## config.mk

```make
export PLATFORM = sky130hd
export DESIGN_NAME = i2c_cfg_sequencer
export DESIGN_NICKNAME = d
export VERILOG_FILES = /design/src/rtl/i2c_cfg_sequencer_pkg.sv /design/src/rtl/i2c_cfg_sequencer_rom.sv /design/src/rtl/i2c_cfg_sequencer.sv
export SDC_FILE = /design/constraint.sdc
export NUM_CORES = 1
export LEC_CHECK = 0
export ABC_AREA = 1
export CORE_MARGIN = 2
export CORE_UTILIZATION = 25
export CTS_BUF_LIST = sky130_fd_sc_hd__clkbuf_8 sky130_fd_sc_hd__clkbuf_16
export DETAILED_ROUTE_END_ITERATION = 10
export PLACE_DENSITY = 0.51
export SETUP_SLACK_MARGIN = 0.3
export SYNTH_ARGS = -nofsm -noshare
export SYNTH_HDL_FRONTEND = slang
export SYNTH_SLANG_ARGS = --single-unit
```

## constraint.sdc

```tcl
create_clock -name clk -period 4.79 [get_ports clk]
set_input_delay 1.1975 -clock clk [delete_from_list [all_inputs] [get_ports clk]]
set_output_delay 1.1975 -clock clk [all_outputs]
set_load 0.01 [all_outputs]
```

## src/rtl/i2c_cfg_sequencer_pkg.sv

```systemverilog
// Shared definitions for the I2C codec configuration sequencer:
// FSM state encoding, table word width and default slave address.
package i2c_cfg_pkg;

  localparam int unsigned WORD_W       = 16;
  localparam logic [6:0]  DEF_DEV_ADDR = 7'h1A;

  typedef enum logic [3:0] {
    IDLE_S  = 4'd0,
    DELAY_S = 4'd1,
    LOAD_S  = 4'd2,
    REQ_S   = 4'd3,
    WAIT_S  = 4'd4,
    FAIL_S  = 4'd5,
    NEXT_S  = 4'd6,
    DONE_S  = 4'd7,
    ERROR_S = 4'd8
  } state_t;

endpackage

```

## src/rtl/i2c_cfg_sequencer_rom.sv

```systemverilog
// Codec register write table: index -> {reg/data word}. Combinational lookup;
// any index beyond the populated entries returns zero.
module i2c_cfg_rom
  import i2c_cfg_pkg::*;
(
  input  logic [4:0]        index_i,
  output logic [WORD_W-1:0] word_o
);

  // Table lookup
  always_comb begin
    word_o = '0;
    case (index_i)
      5'd0:  word_o = 16'h1E00; // software reset
      5'd1:  word_o = 16'h0C10; // power down control
      5'd2:  word_o = 16'h0017; // left line in
      5'd3:  word_o = 16'h0217; // right line in
      5'd4:  word_o = 16'h0479; // left headphone out
      5'd5:  word_o = 16'h0679; // right headphone out
      5'd6:  word_o = 16'h0812; // analog audio path
      5'd7:  word_o = 16'h0A00; // digital audio path
      5'd8:  word_o = 16'h0E02; // digital interface format
      5'd9:  word_o = 16'h1000; // sampling control
      5'd10: word_o = 16'h1201; // activate interface
      default: word_o = '0;
    endcase
  end

endmodule

```

## src/rtl/i2c_cfg_sequencer.sv

```systemverilog
// I2C codec configuration sequencer: after reset (or a start pulse) waits
// INIT_DELAY cycles, then hands each table word to the write transmitter,
// tracking done/NACK/timeout. Reports overall cfg_done / cfg_error.
// Optional feature macro: I2C_CFG_RETRY_EN (per-entry retry up to MAX_RETRY).
module i2c_cfg_sequencer
  import i2c_cfg_pkg::*;
#(
  parameter int unsigned NUM_REGS   = 11,
  parameter logic [6:0]  DEV_ADDR   = DEF_DEV_ADDR,
  parameter int unsigned INIT_DELAY = 50000,
  parameter int unsigned TIMEOUT    = 4096,
  parameter int unsigned MAX_RETRY  = 3
) (
  input  logic       clk,
  input  logic       reset,
  input  logic       start,
  output logic       tx_req,
  output logic [6:0] tx_dev_addr,
  output logic [7:0] tx_data1,
  output logic [7:0] tx_data2,
  input  logic       tx_done,
  input  logic       tx_nack,
  output logic [4:0] reg_index,
  output logic       cfg_done,
  output logic       cfg_error
);

  // One counter serves both the power-up delay and the transaction timeout,
  // so it is sized for the larger of the two.
  localparam int unsigned CNT_MAX = (INIT_DELAY > TIMEOUT) ? INIT_DELAY : TIMEOUT;
  localparam int unsigned CNT_W   = (CNT_MAX > 1) ? $clog2(CNT_MAX) : 1;
  localparam logic [CNT_W-1:0] DLY_LAST = CNT_W'(INIT_DELAY - 1);
  localparam logic [CNT_W-1:0] TO_LAST  = CNT_W'(TIMEOUT - 1);
  localparam logic [4:0]       IDX_LAST = 5'(NUM_REGS - 1);

  state_t            state_q, state_d;
  logic [CNT_W-1:0]  cnt_q, cnt_d;
  logic [4:0]        idx_q, idx_d;
  logic [7:0]        d1_q, d1_d;
  logic [7:0]        d2_q, d2_d;
  logic [WORD_W-1:0] rom_word;

`ifdef I2C_CFG_RETRY_EN
  localparam int unsigned RTY_W = (MAX_RETRY > 1) ? $clog2(MAX_RETRY + 1) : 1;
  logic [RTY_W-1:0] retry_q, retry_d;
`endif

  i2c_cfg_rom u_rom (
    .index_i (idx_q),
    .word_o  (rom_word)
  );

  // Next-state, counter and data-register update logic
  always_comb begin
    state_d = state_q;
    cnt_d   = cnt_q;
    idx_d   = idx_q;
    d1_d    = d1_q;
    d2_d    = d2_q;
`ifdef I2C_CFG_RETRY_EN
    retry_d = retry_q;
`endif
    case (state_q)
      IDLE_S: begin
        state_d = DELAY_S;
        cnt_d   = '0;
        idx_d   = '0;
`ifdef I2C_CFG_RETRY_EN
        retry_d = '0;
`endif
      end
      DELAY_S: begin
        if (cnt_q == DLY_LAST) begin
          state_d = LOAD_S;
          idx_d   = '0;
        end else if (cnt_q != '1) begin
          cnt_d = cnt_q + 1'b1;
        end
      end
      LOAD_S: begin
        d1_d    = rom_word[15:8];
        d2_d    = rom_word[7:0];
        state_d = REQ_S;
      end
      REQ_S: begin
        cnt_d   = '0;
        state_d = WAIT_S;
      end
      WAIT_S: begin
        // A completion in the same cycle as the timeout takes priority.
        if (tx_done) begin
          state_d = tx_nack ? FAIL_S : NEXT_S;
        end else if (cnt_q == TO_LAST) begin
          state_d = FAIL_S;
        end else if (cnt_q != '1) begin
          cnt_d = cnt_q + 1'b1;
        end
      end
      FAIL_S: begin
`ifdef I2C_CFG_RETRY_EN
        if (retry_q < RTY_W'(MAX_RETRY)) begin
          retry_d = retry_q + 1'b1;
          state_d = REQ_S;
        end else begin
          state_d = ERROR_S;
        end
`else
        state_d = ERROR_S;
`endif
      end
      NEXT_S: begin
`ifdef I2C_CFG_RETRY_EN
        retry_d = '0;
`endif
        if (idx_q == IDX_LAST) begin
          state_d = DONE_S;
        end else begin
          idx_d   = idx_q + 1'b1;
          state_d = LOAD_S;
        end
      end
      DONE_S, ERROR_S: begin
        if (start) begin
          state_d = DELAY_S;
          cnt_d   = '0;
          idx_d   = '0;
`ifdef I2C_CFG_RETRY_EN
          retry_d = '0;
`endif
        end
      end
      default: state_d = IDLE_S;
    endcase
  end

  // State and datapath registers with synchronous reset
  always_ff @(posedge clk) begin
    if (reset) begin
      state_q <= IDLE_S;
      cnt_q   <= '0;
      idx_q   <= '0;
      d1_q    <= '0;
      d2_q    <= '0;
`ifdef I2C_CFG_RETRY_EN
      retry_q <= '0;
`endif
    end else begin
      state_q <= state_d;
      cnt_q   <= cnt_d;
      idx_q   <= idx_d;
      d1_q    <= d1_d;
      d2_q    <= d2_d;
`ifdef I2C_CFG_RETRY_EN
      retry_q <= retry_d;
`endif
    end
  end

  assign tx_req      = (state_q == REQ_S);
  assign cfg_done    = (state_q == DONE_S);
  assign cfg_error   = (state_q == ERROR_S);
  assign tx_dev_addr = DEV_ADDR;
  assign tx_data1    = d1_q;
  assign tx_data2    = d2_q;
  assign reg_index   = idx_q;

endmodule
```

==> qor.csv <==
stage,metric,value,unit
floorplanning,starting density of the core,25.4,%
worst_setup_path,critical path required time,3.59,ns
synthesis,cell with the most instances after synthesis,nand2_1,
place,Placement Setup Slack,1.71,ns
pwr,Seq pwr share,30.4,%
floorplanning,placeable core area,10100,µm²
place,buffers added on ports,23,
global_routing,first-pass GRT wire length,10200,µm
global_routing,number of global-route vias before repair,2252,
floorplanning,width of the die,105,µm
timing,maximum operating frequency,0.351,GHz
clock_tree,CTS sink count,43,
routing,Via density,4.33,
layout,proportion of layout cells with a drive suffix above 1,9.28,%
clock_tree,root buffer selected by CTS,clkbuf_8,
synthesis,adder-cell area share of the yosys netlist,2.92,%
layout,number of filler instances in the final layout,1119,
layout,count of inserted antenna diode cells,0,
pwr,total power divided by cell area,551,nW/µm²
clock_tree,post-cts gate resize count,0,
synthesis,Cell variety after synth,37,
synthesis,top cells by area in the synthesized netlist,"dfxtp_1 33%, nand2_1 13%, nor2_1 6.7%, nand3_1 6.4%, a21oi_1 5.8%",
timing,final setup fails,0,
synthesis,most instantiated flip-flop cell in the synthesis netlist,dfxtp_1,
synthesis,number of flops mapped to enable cells by yosys,0,
synthesis,share of the synthesized netlist area taken by xor and xnor gates,4.42,%
global_routing,Congestion Overflow GR,0,
pwr,relative contribution of the clock network to total power,15.5,%
routing,number of DRC violations after detailed-routing iteration 0,70,
global_routing,total global routing track utilization,11.0,%
synthesis,post-synthesis cell type with the largest combined area,dfxtp_1,
routing,vias,2271,
timing,post-route minimum period,2.85,ns
synthesis,share of Yosys cell area claimed by the top area cell type,33.4,%
clock_tree,number of buffers inserted to repair setup after CTS,0,
clock_tree,clock transition time at the flip-flop clock pins of the worst setup and hold paths,0.10,ns
routing,DRC violation count after routing,0,
clock_tree,number of clock buffers inserted by TritonCTS,5,
timing,aggregate negative setup slack,0,ns
pwr,net switching power,800,µW
synthesis,Avg Synthesized Cell Area,6.96,µm²
routing,sum of routed wire length over all layers,5840,µm
layout,net count reported at finish,398,
clock_tree,H-tree depth,2,
worst_setup_path,worst-path fanout max,4,
global_routing,maximum number of pins on one net before global-route repair,33,
clock_tree,Bufs on Longest Clock Path,2,
floorplanning,Die Ht,105,µm
min_path,worst min-delay path class,reg -> reg,
synthesis,post-synthesis cell count,370,
timing,fin crit share,59.5,%
worst_setup_path,Crit Path Category,reg -> out,
status,result of the run,completed,
place,final RePlAce weighted congestion,0.812,
timing,count of final max-slew check failures,0,
floorplanning,# rows,37,
pwr,Leak,1.20,nW
clock_tree,clock latency on the worst-skew pair,0.30,ns
synthesis,dominant combinational cell family by area after synthesis,simple AND/OR/NAND/NOR gates,
pwr,switch share,49.1,%
timing,"Worst Setup Slack, final",1.94,ns
timing,"Hold Violations, Final",0,
clock_tree,hold-fix buffer count after cts,0,
timing,Max-Slew Margin vs Limit,61.3,%
pwr,part of the power in combinational logic,54.1,%
floorplanning,overall die area,11100,µm²
worst_setup_path,register-to-register path setup slack,2.39,ns
routing,DRT Pass-1 Iters,4,
layout,utilization after layout,29.1,%
timing,setup repair after global routing missed its margin,false,
timing,Max Clock Skew,0.00648,ns
synthesis,count of yosys warnings during synthesis,0,
synthesis,fraction of the yosys area taken by sequential cells,33.4,%
routing,detailed-route wire length per cell,11.1,µm
pwr,internal portion of total power,830,µW
routing,post-detailed-route count of antenna-violating nets,0,
worst_setup_path,kind of start point of the critical path,flip-flop,
flow_run,max-capacitance violation count,0,
worst_setup_path,Crit path arrival time,1.65,ns
synthesis,complex-gate fraction of the synthesized area,9.58,%
synthesis,Mapped Area,2570,µm²
worst_setup_path,element type at the critical path end,output pin,
synthesis,"area fraction in and, or, nand and nor cells after synthesis",37.8,%
synthesis,most common library cells after synthesis,"87 x nand2_1, 46 x nor2_1, 43 x dfxtp_1",
synthesis,mux contribution to synthesized area,0,%
global_routing,number of antenna violations at the first check in global routing,0,
layout,Layout Area Growth over Synthesis,14.8,%
floorplanning,I/O pins,36,
clock_tree,TritonCTS clock tree,done,
pwr,maximum vdd drop,233,µV
synthesis,"flops & latches, synth",43,
timing,worst slew pin tran,0.580,ns
synthesis,"Async S/R FF share, synth",0,%
place,HPWL reported at the end of detailed placement,4210,µm
cells in the final DEF, fill, tap and decap left out, types with 2 or more instances in the layout:
| cell type | count |
|---|---|
| nor2_2 | 5 |
| nand3_4 | 2 |
| conb_1 | 12 |
| clkdlybuf4s50_1 | 23 |
| inv_1 | 32 |
| nor2_4 | 4 |
| nand2_2 | 3 |
| clkbuf_8 | 5 |
| ha_1 | 6 |
| nand3_2 | 3 |
| nand3_1 | 33 |
| inv_6 | 2 |
| dfxtp_1 | 43 |
| a211oi_1 | 2 |
| nor2_1 | 46 |
| nand2_1 | 87 |
| inv_2 | 2 |
| nor3_1 | 5 |
| a21oi_1 | 30 |
| o21ai_0 | 4 |
| xor2_1 | 9 |
| nand4_1 | 11 |
| xnor2_1 | 4 |
per-stage QoR:
step	area (µm²)	instances	hold WS [ns]	power, mW
after detailed placement	2860	516	0.455	1.39
after floorplan	2610	380	0.446	1.20
after global placement	2860	516	0.459	1.40
after CTS	2960	524	0.470	1.65
final	2960	524	0.467	1.63
after global routing	2960	524	0.489	1.78
worst max-delay path, cell delays in order, from the launching register on:
cell and delay (ns):
dfxtp_1 0.36, nor2_1 0.20, inv_1 0.07, nor2_2 0.16
clkdlybuf4s50_1 0.57
layout make-up:
cell class                      instances  area (µm²)  area share (%)
Tap cell                              136         170            5.76
Timing Repair Buffer                   24         238            8.04
Multi-Input combinational cell        277        1450            49.2
Clock inverter                          3        26.3           0.889
Inverter                               36         138            4.66
Sequential cell                        43         861            29.1
Clock buffer                            5        68.8            2.33
power by group through the flow:
stage	Combinational [mW]	Sequential, mW	Clock [mW]
2_1_floorplan	0.695	0.504	0
3_3_place_gp	0.891	0.504	0
3_5_place_dp	0.886	0.505	0
4_1_cts	0.892	0.497	0.259
5_1_grt	1.00	0.506	0.270
6_report	0.881	0.496	0.252
metal layers:
layer / track usage (%) / routed length [µm] / vias to the layer above
li1: - / - / 1204
met1: 13.2 / 2700 / 1021
met2: 19.5 / 2840 / 36
met3: 1.98 / 149 / 10
met4: 3.90 / 148 / 0
met5: 0 / 0 / -
final timing paths:
path                                               from                       end  cells past startpoint
worst max-delay path            state_q[3]$_SDFFE_PP0P_                    tx_req                      4
worst min-delay path                          flip-flop  tx_data2[5]$_SDFFE_PP0P_                      2
worst max register to register    cnt_q[0]$_SDFFE_PP0P_                 flip-flop                     15
worst min register to register                flip-flop  tx_data2[5]$_SDFFE_PP0P_                      2
cells by family (layout without fill, tap and decap cells):
family	count (synthesis)	in the layout
buffers and inverters	60	68
AOI/OAI and AO/OA	42	42
other	2	12
and+or+nand+nor	204	204
DFF	43	43
xor gates and xnor gates	13	13
adders and majority gates	6	6
(Power assumes the default switching activity.)
